===== src/rtl/frame_buffer_sink.sv =====
// ---------------------------------------------------------------------------
// frame_buffer_sink
//   Receiving end of the drawing-engine pixel-write interface. Paces the
//   engine with wr_en, writes accepted pixels into a double-buffered frame
//   RAM (back bank = buffer_using) and serves scan-out reads from the front
//   bank (~buffer_using). Banks swap on a frame start only once the engine
//   has signalled a completed frame.
//
// Ports
//   Clk, Reset_n          clock (posedge) and async active-low reset
//   frame_clk_edge[1:0]   {prev,cur} frame clock sample, 2'b01 = frame start
//   frame_done            engine finished level, rising edge = frame complete
//   draw_x/draw_y/color   pixel offered by the engine
//   wr_en                 pixel on draw_* is consumed in any cycle wr_en=1
//   buffer_using          current back (write) bank
//   rd_req, rd_x, rd_y    scan-out read request and coordinates
//   rd_data, rd_valid     scan-out result, two cycles after rd_req
//   mem_addr/wdata/we     registered frame RAM port
//   mem_rdata             frame RAM read data, one cycle after mem_addr
//   frames_dropped        saturating count of frame starts without a frame
//   pix_written           in-range pixels written into the current frame
// ---------------------------------------------------------------------------
module frame_buffer_sink #(
  parameter int H_RES  = 320,
  parameter int V_RES  = 240,
  parameter int ADDR_W = 18
) (
  input  logic              Clk,
  input  logic              Reset_n,
  input  logic [1:0]        frame_clk_edge,
  input  logic              frame_done,
  input  logic [9:0]        draw_x,
  input  logic [9:0]        draw_y,
  input  logic [7:0]        draw_color,
  output logic              wr_en,
  output logic              buffer_using,
  input  logic              rd_req,
  input  logic [9:0]        rd_x,
  input  logic [9:0]        rd_y,
  output logic [7:0]        rd_data,
  output logic              rd_valid,
  output logic [ADDR_W-1:0] mem_addr,
  output logic [7:0]        mem_wdata,
  output logic              mem_we,
  input  logic [7:0]        mem_rdata,
  output logic [7:0]        frames_dropped,
  output logic [16:0]       pix_written
);

  localparam int BANK_WORDS = H_RES * V_RES;

  typedef enum logic [1:0] {
    ST_IDLE = 2'd0,
    ST_DRAW = 2'd1,
    ST_DONE = 2'd2
  } state_t;

  state_t state_r;
  state_t next_state_s;

  logic fd_hist_r;
  logic edge_s;
  logic fd_rise_s;
  logic swap_s;
  logic drop_s;
  logic clear_s;
  logic wr_inrange_s;
  logic rd_inrange_s;
  logic rd_pend_r;
  logic rd_oor_r;
  logic rd_zero_r;

  // Linear frame RAM address of pixel (x,y) inside the selected bank.
  function automatic logic [ADDR_W-1:0] calc_addr(input logic bank,
                                                  input logic [9:0] x,
                                                  input logic [9:0] y);
    logic [ADDR_W-1:0] base;
    if (bank) begin
      base = ADDR_W'(BANK_WORDS);
    end else begin
      base = '0;
    end
    return base + ADDR_W'(y) * ADDR_W'(H_RES) + ADDR_W'(x);
  endfunction

  assign edge_s       = (frame_clk_edge == 2'b01);
  assign fd_rise_s    = frame_done & ~fd_hist_r;
  assign wr_inrange_s = (draw_x < 10'(H_RES)) && (draw_y < 10'(V_RES));
  assign rd_inrange_s = (rd_x < 10'(H_RES)) && (rd_y < 10'(V_RES));

  // State register and frame_done history (history resets high so a level
  // already high out of reset is not taken as a completed frame).
  always_ff @(posedge Clk or negedge Reset_n) begin
    if (!Reset_n) begin
      state_r   <= ST_IDLE;
      fd_hist_r <= 1'b1;
    end else begin
      state_r   <= next_state_s;
      fd_hist_r <= frame_done;
    end
  end

  // Next-state logic plus swap / drop / counter-clear decisions.
  always_comb begin
    next_state_s = state_r;
    swap_s       = 1'b0;
    drop_s       = 1'b0;
    clear_s      = 1'b0;
    case (state_r)
      ST_IDLE: begin
        if (edge_s) begin
          next_state_s = ST_DRAW;
        end else begin
          next_state_s = ST_IDLE;
        end
      end
      ST_DRAW: begin
        if (edge_s) begin
          // A completion arriving together with the frame start still counts.
          next_state_s = ST_DRAW;
          clear_s      = 1'b1;
          if (fd_rise_s) begin
            swap_s = 1'b1;
          end else begin
            drop_s = 1'b1;
          end
        end else if (fd_rise_s) begin
          next_state_s = ST_DONE;
        end else begin
          next_state_s = ST_DRAW;
        end
      end
      ST_DONE: begin
        if (edge_s) begin
          next_state_s = ST_DRAW;
          swap_s       = 1'b1;
          clear_s      = 1'b1;
        end else begin
          next_state_s = ST_DONE;
        end
      end
      default: begin
        next_state_s = ST_IDLE;
      end
    endcase
  end

  // Engine pacing: reads own the memory port, and no pixel is taken in a
  // frame-start cycle so every accepted pixel belongs to a known bank.
  always_comb begin
    wr_en = 1'b0;
    if ((state_r == ST_DRAW) && !rd_req && !edge_s) begin
      wr_en = 1'b1;
    end else begin
      wr_en = 1'b0;
    end
  end

  // Bank selection and frame statistics.
  always_ff @(posedge Clk or negedge Reset_n) begin
    if (!Reset_n) begin
      buffer_using   <= 1'b0;
      frames_dropped <= 8'd0;
      pix_written    <= 17'd0;
    end else begin
      if (swap_s) begin
        buffer_using <= ~buffer_using;
      end else begin
        buffer_using <= buffer_using;
      end
      if (drop_s && (frames_dropped != 8'hFF)) begin
        frames_dropped <= frames_dropped + 8'd1;
      end else begin
        frames_dropped <= frames_dropped;
      end
      if (clear_s) begin
        pix_written <= 17'd0;
      end else if (wr_en && wr_inrange_s && (pix_written != 17'h1FFFF)) begin
        pix_written <= pix_written + 17'd1;
      end else begin
        pix_written <= pix_written;
      end
    end
  end

  // Memory port: reads take precedence; an accepted pixel is issued with the
  // bank current at acceptance, so a write in flight over a swap stays put.
  always_ff @(posedge Clk or negedge Reset_n) begin
    if (!Reset_n) begin
      mem_addr  <= '0;
      mem_wdata <= 8'd0;
      mem_we    <= 1'b0;
      rd_pend_r <= 1'b0;
      rd_oor_r  <= 1'b0;
    end else begin
      if (rd_req) begin
        mem_addr  <= calc_addr(~buffer_using, rd_x, rd_y);
        mem_wdata <= mem_wdata;
        mem_we    <= 1'b0;
        rd_pend_r <= 1'b1;
        rd_oor_r  <= ~rd_inrange_s;
      end else if (wr_en) begin
        mem_addr  <= calc_addr(buffer_using, draw_x, draw_y);
        mem_wdata <= draw_color;
        mem_we    <= wr_inrange_s;
        rd_pend_r <= 1'b0;
        rd_oor_r  <= 1'b0;
      end else begin
        mem_addr  <= mem_addr;
        mem_wdata <= mem_wdata;
        mem_we    <= 1'b0;
        rd_pend_r <= 1'b0;
        rd_oor_r  <= 1'b0;
      end
    end
  end

  // Read result strobe, aligned with the cycle the RAM presents its data.
  always_ff @(posedge Clk or negedge Reset_n) begin
    if (!Reset_n) begin
      rd_valid  <= 1'b0;
      rd_zero_r <= 1'b0;
    end else begin
      rd_valid  <= rd_pend_r;
      rd_zero_r <= rd_oor_r;
    end
  end

  // RAM data arrives in the strobe cycle, so it is gated by registered
  // qualifiers rather than re-registered (which would cost a cycle).
  always_comb begin
    rd_data = 8'd0;
    if (rd_valid && !rd_zero_r) begin
      rd_data = mem_rdata;
    end else begin
      rd_data = 8'd0;
    end
  end

endmodule

===== config.mk =====
export PLATFORM = sky130hd
export DESIGN_NAME = frame_buffer_sink
export DESIGN_NICKNAME = d
export VERILOG_FILES = /design/src/rtl/frame_buffer_sink.sv
export SDC_FILE = /design/constraint.sdc
export NUM_CORES = 1
export LEC_CHECK = 0
export CAP_MARGIN = 20
export CORE_MARGIN = 5
export CORE_UTILIZATION = 49
export CTS_CLUSTER_DIAMETER = 40
export CTS_CLUSTER_SIZE = 30
export DETAILED_ROUTE_END_ITERATION = 8
export PLACE_DENSITY = 0.82
export SLEW_MARGIN = 0
export SYNTH_ARGS = -nofsm -noshare
export SYNTH_HDL_FRONTEND = slang
export SYNTH_SLANG_ARGS = --single-unit

===== constraint.sdc =====
create_clock -name Clk -period 2.45 [get_ports Clk]
set_input_delay 0.245 -clock Clk [delete_from_list [all_inputs] [get_ports Clk]]
set_output_delay 0.245 -clock Clk [all_outputs]
set_load 0.005 [all_outputs]

==> run_results.csv <==
group,metric,value,unit
outcome,status,"finished, violations left",
outcome,violations,"negative setup slack",
grt,grt_pass1_wl,23.1,mm
routing,post-route-drc-count,0,
worst_setup_path,critPathRequiredTime,2.67,ns
routing,wl,14.2,mm
place,io_buffers,124,
synthesis,synth_warnings,0,
sta,worst_pin_slew,0.714,ns
die,top_level_ports,125,
synthesis,yosysTopAreaCell,"dfrtp_1",
sta,slew-limit-headroom,52.4,%
sta,clock_skew,0.0121,ns
cts,htreeDepth,3,
sta,finalSetupViolCount,5,
worst_setup_path,rr_worst_depth,9,
cts,clk_path_buf_depth,2,
worst_setup_path,cp_top_family,"compound AO/OA/AOI/OAI gates",
worst_setup_path,arrival,2.98,ns
die,die_x,105,µm
synthesis,yosys-mux-area-fraction,4.11,%
routing,wl_per_cell,17.8,µm
place,place_inst,769,
place,dpl_worst_slack,-0.970,ns
synthesis,synth_top_family_by_area,"compound AO/OA/AOI/OAI gates",
worst_setup_path,critPathLaunchType,"input pin",
power_and_ir_drop,pwr_density_cell,758,nW/µm²
hold_path,min_path_cells,3,
synthesis,synth_compound_area_share,17.8,%
cts,numCtsBuffers,9,
sta,finalHoldViolCount,0,
sta,rsz0062_at_grt,"true",
cts,insertion_delay,0.35,ns
worst_setup_path,max_stage_delay,0.60,ns
sta,finalSetupTns,-0.862,ns
worst_setup_path,path_cells,"buf_6 > ha_4 > buf_6 > fa_2 > ha_4 > o21a_1 > o31a_1 > o21a_1 > o211ai_1 > a211oi_2 > xnor2_1 > a221o_1",
worst_setup_path,path_buf_inv,2,
grt,antenna_found_initial,0,
die,start_util,50.3,%
worst_setup_path,criticalPathCategory,"in2reg",
run,max_cap_violations,0,
synthesis,synth_fa_ha_area_share,17.5,%
die,die-area,10900,µm²
sta,period_needed,2.75,ns
worst_setup_path,crit_fanout,3,
worst_setup_path,crit_slowest_cell,"fa_2",
hold_path,hold_class,"in2reg",
synthesis,async_reset_ff_share,100,%
die,fp.dieH,105,µm
grt,globalRouteOverflowTotal,0,
final_layout,antenna_cells,0,
grt,grt_usage,25.6,%
synthesis,yosysUniqueCellTypes,56,
synthesis,synthFlopType,"dfrtp_1",
die,row_count,34,
power_and_ir_drop,p_total,0.00535,W
synthesis,synth_area,4390,µm²
place,dp_hpwl,10.3,mm
sta,worst_slack,-0.304,ns
synthesis,synth_nets,581,
synthesis,synth_seq_area_share,34.2,%
worst_setup_path,cp.depth,12,
synthesis,ys_ff_latch,60,
cts,cts-root-buf,"clkbuf_8",
routing,vias,4550,
synthesis,syn_inst,460,
final_layout,drive_above_1_share,28.2,%
place,gp_congestion,0.866,
synthesis,synth-simple-area-share,15.9,%
cts,cts.sinks,60,
sta,max_clock_freq,363,MHz
final_layout,layout.nets,807,
routing,postRouteAntennaNets,0,
worst_setup_path,setup.worst_path.end_class,"register",
routing,drt_iter0_markers,267,
synthesis,synth-xor-area-share,8.16,%
routing,via_per_inst,5.69,
synthesis,synth_top_cell_area_share,33.6,%
final_layout,area_delta_synth_final,60.8,%
cts,cts_tree,"done",
synthesis,avgSynthCellArea,9.54,µm²
die,coreArea,8720,µm²
final_layout,fin_cells,799,
final_layout,final_core_util,80.9,%
sta,finalCritPeriodShare,112,%
power_and_ir_drop,leakage,3.18,nW
grt,grt_max_degree,34,
sta,finalMaxSlewViolations,0,
power_and_ir_drop,peakVddDrop,491,µV
grt,grt_pass1_vias,4739,
cts,path_clk_slew,0.07,ns
synthesis,netlist_top_cells_area,"dfrtp_1 34%, ha_1 16%, o21ai_0 4.2%",
synthesis,synth_edf_count,0,
routing,drt-pass1-iter-count,4,
final_layout,fill_cells,526,
-- Yosys cell counts (8+ instances only) --
library cell / n
xor2_1: 18
ha_1: 55
o21ai_0: 37
nand4_1: 13
inv_1: 18
nor3_1: 9
xnor2_1: 21
a211oi_1: 12
mux2i_1: 9
and2_1: 10
mux2_2: 8
dfrtp_1: 59
o21a_1: 10
a21oi_1: 24
nor2_1: 30
nand2_1: 34
and3_1: 8
-- worst paths after layout --
kind                                    from                 to  slack [ns]
worst min register to register     rd_pend_r           rd_valid        0.36
worst max-delay path                 rd_y[4]       mem_addr[16]       -0.30
worst min-delay path                 rd_y[4]           rd_oor_r        0.29
max in group asynchronous            Reset_n     pix_written[4]        1.33
min in group asynchronous            Reset_n  frames_dropped[6]        0.49
worst max register to register  buffer_using       mem_addr[16]        0.08
-- logic make-up after synthesis --
kind of cell | count (synthesis)
and+or+nand+nor | 139
AOI/OAI and AO/OA | 119
DFF | 60
adders and majority gates | 59
xor gates and xnor gates | 40
buffers and inverters | 26
muxes | 17
-- layer usage --
metal	part of all wire, %	vias up	routed length [µm]	track usage (%)
met5	0	-	0	0
met4	3.6	0	513	9.86
met3	6.3	49	893	7.27
met2	53	170	7460	46.9
met1	38	2205	5340	27.9
li1	-	2126	-	-
-- what timing repair did --
item / CTS / global route
hold buffers: 1 / 0
buffers inserted: 11 / 3
endpoints found under the setup margin: 6 / 14
pin swaps: 34 / 19
resized for setup: 86 / 17
hold endpoints to repair: 28 / 0
-- worst reg2reg max path: stages (launching register included) --
cell and delay [ns]:
dfrtp_1 0.38, inv_1 0.21, ha_4 0.26, o21a_1 0.12, o31a_1 0.14, o21a_1 0.24
o211ai_1 0.30, a211oi_2 0.13, xnor2_1 0.18, a221o_1 0.32
-- final cells by class --
class,instances,area [µm²],area share (%)
sequential,60,1500,21.3
inverter,18,67.6,0.958
clock inverter,7,75.1,1.06
clock buffer,9,124,1.76
timing repair buffer,223,2000,28.3
multi-input combinational,374,3150,44.7
tap,108,135,1.92
-- through the flow --
stage	hold WS, ns	area, µm²
global route	0.272	7060
floorplan	-0.0506	4490
detailed placement	0.324	6480
CTS	0.267	6960
global placement	0.312	6480
finish	0.289	7060
-- report_power, final --
| part | internal (W) | switching (W) |
|---|---|---|
| Sequential | 0.00122 | 0.000184 |
| Combinational | 0.00167 | 0.00137 |
| Clock | 0.000474 | 0.000429 |
| Total | 0.00337 | 0.00198 |
-- state kept, by name, indices dropped and copies added, names as in the netlist --
signal and count:
mem_wdata 8, fd_hist_r 1, state_r 2, buffer_using 1, mem_addr 18, rd_oor_r 1
rd_zero_r 1, rd_valid 1, pix_written 17, rd_pend_r 1, frames_dropped 8, mem_we 1
-- placed cells by master, fill, tap and decap left out, types with 4 or more instances in the layout --
cell type,count
a21oi_1,19
mux2i_1,9
nand2_1,33
and3_1,8
buf_4,94
o21ai_0,32
mux2_2,8
nor2b_1,6
inv_1,17
nand4_1,13
clkbuf_8,9
or2_2,5
clkdlybuf4s50_1,108
buf_6,8
a21oi_2,6
xor2_1,17
ha_4,19
nor3_1,7
and2_1,10
nor2_1,28
or3_1,6
xnor2_1,18
a211oi_1,10
o21bai_1,4
nand2b_1,4
buf_2,4
a21o_1,5
o21a_1,10
ha_1,36
dfrtp_1,58
nand3_1,6
Note: power is estimated with default switching activity, not from simulation.
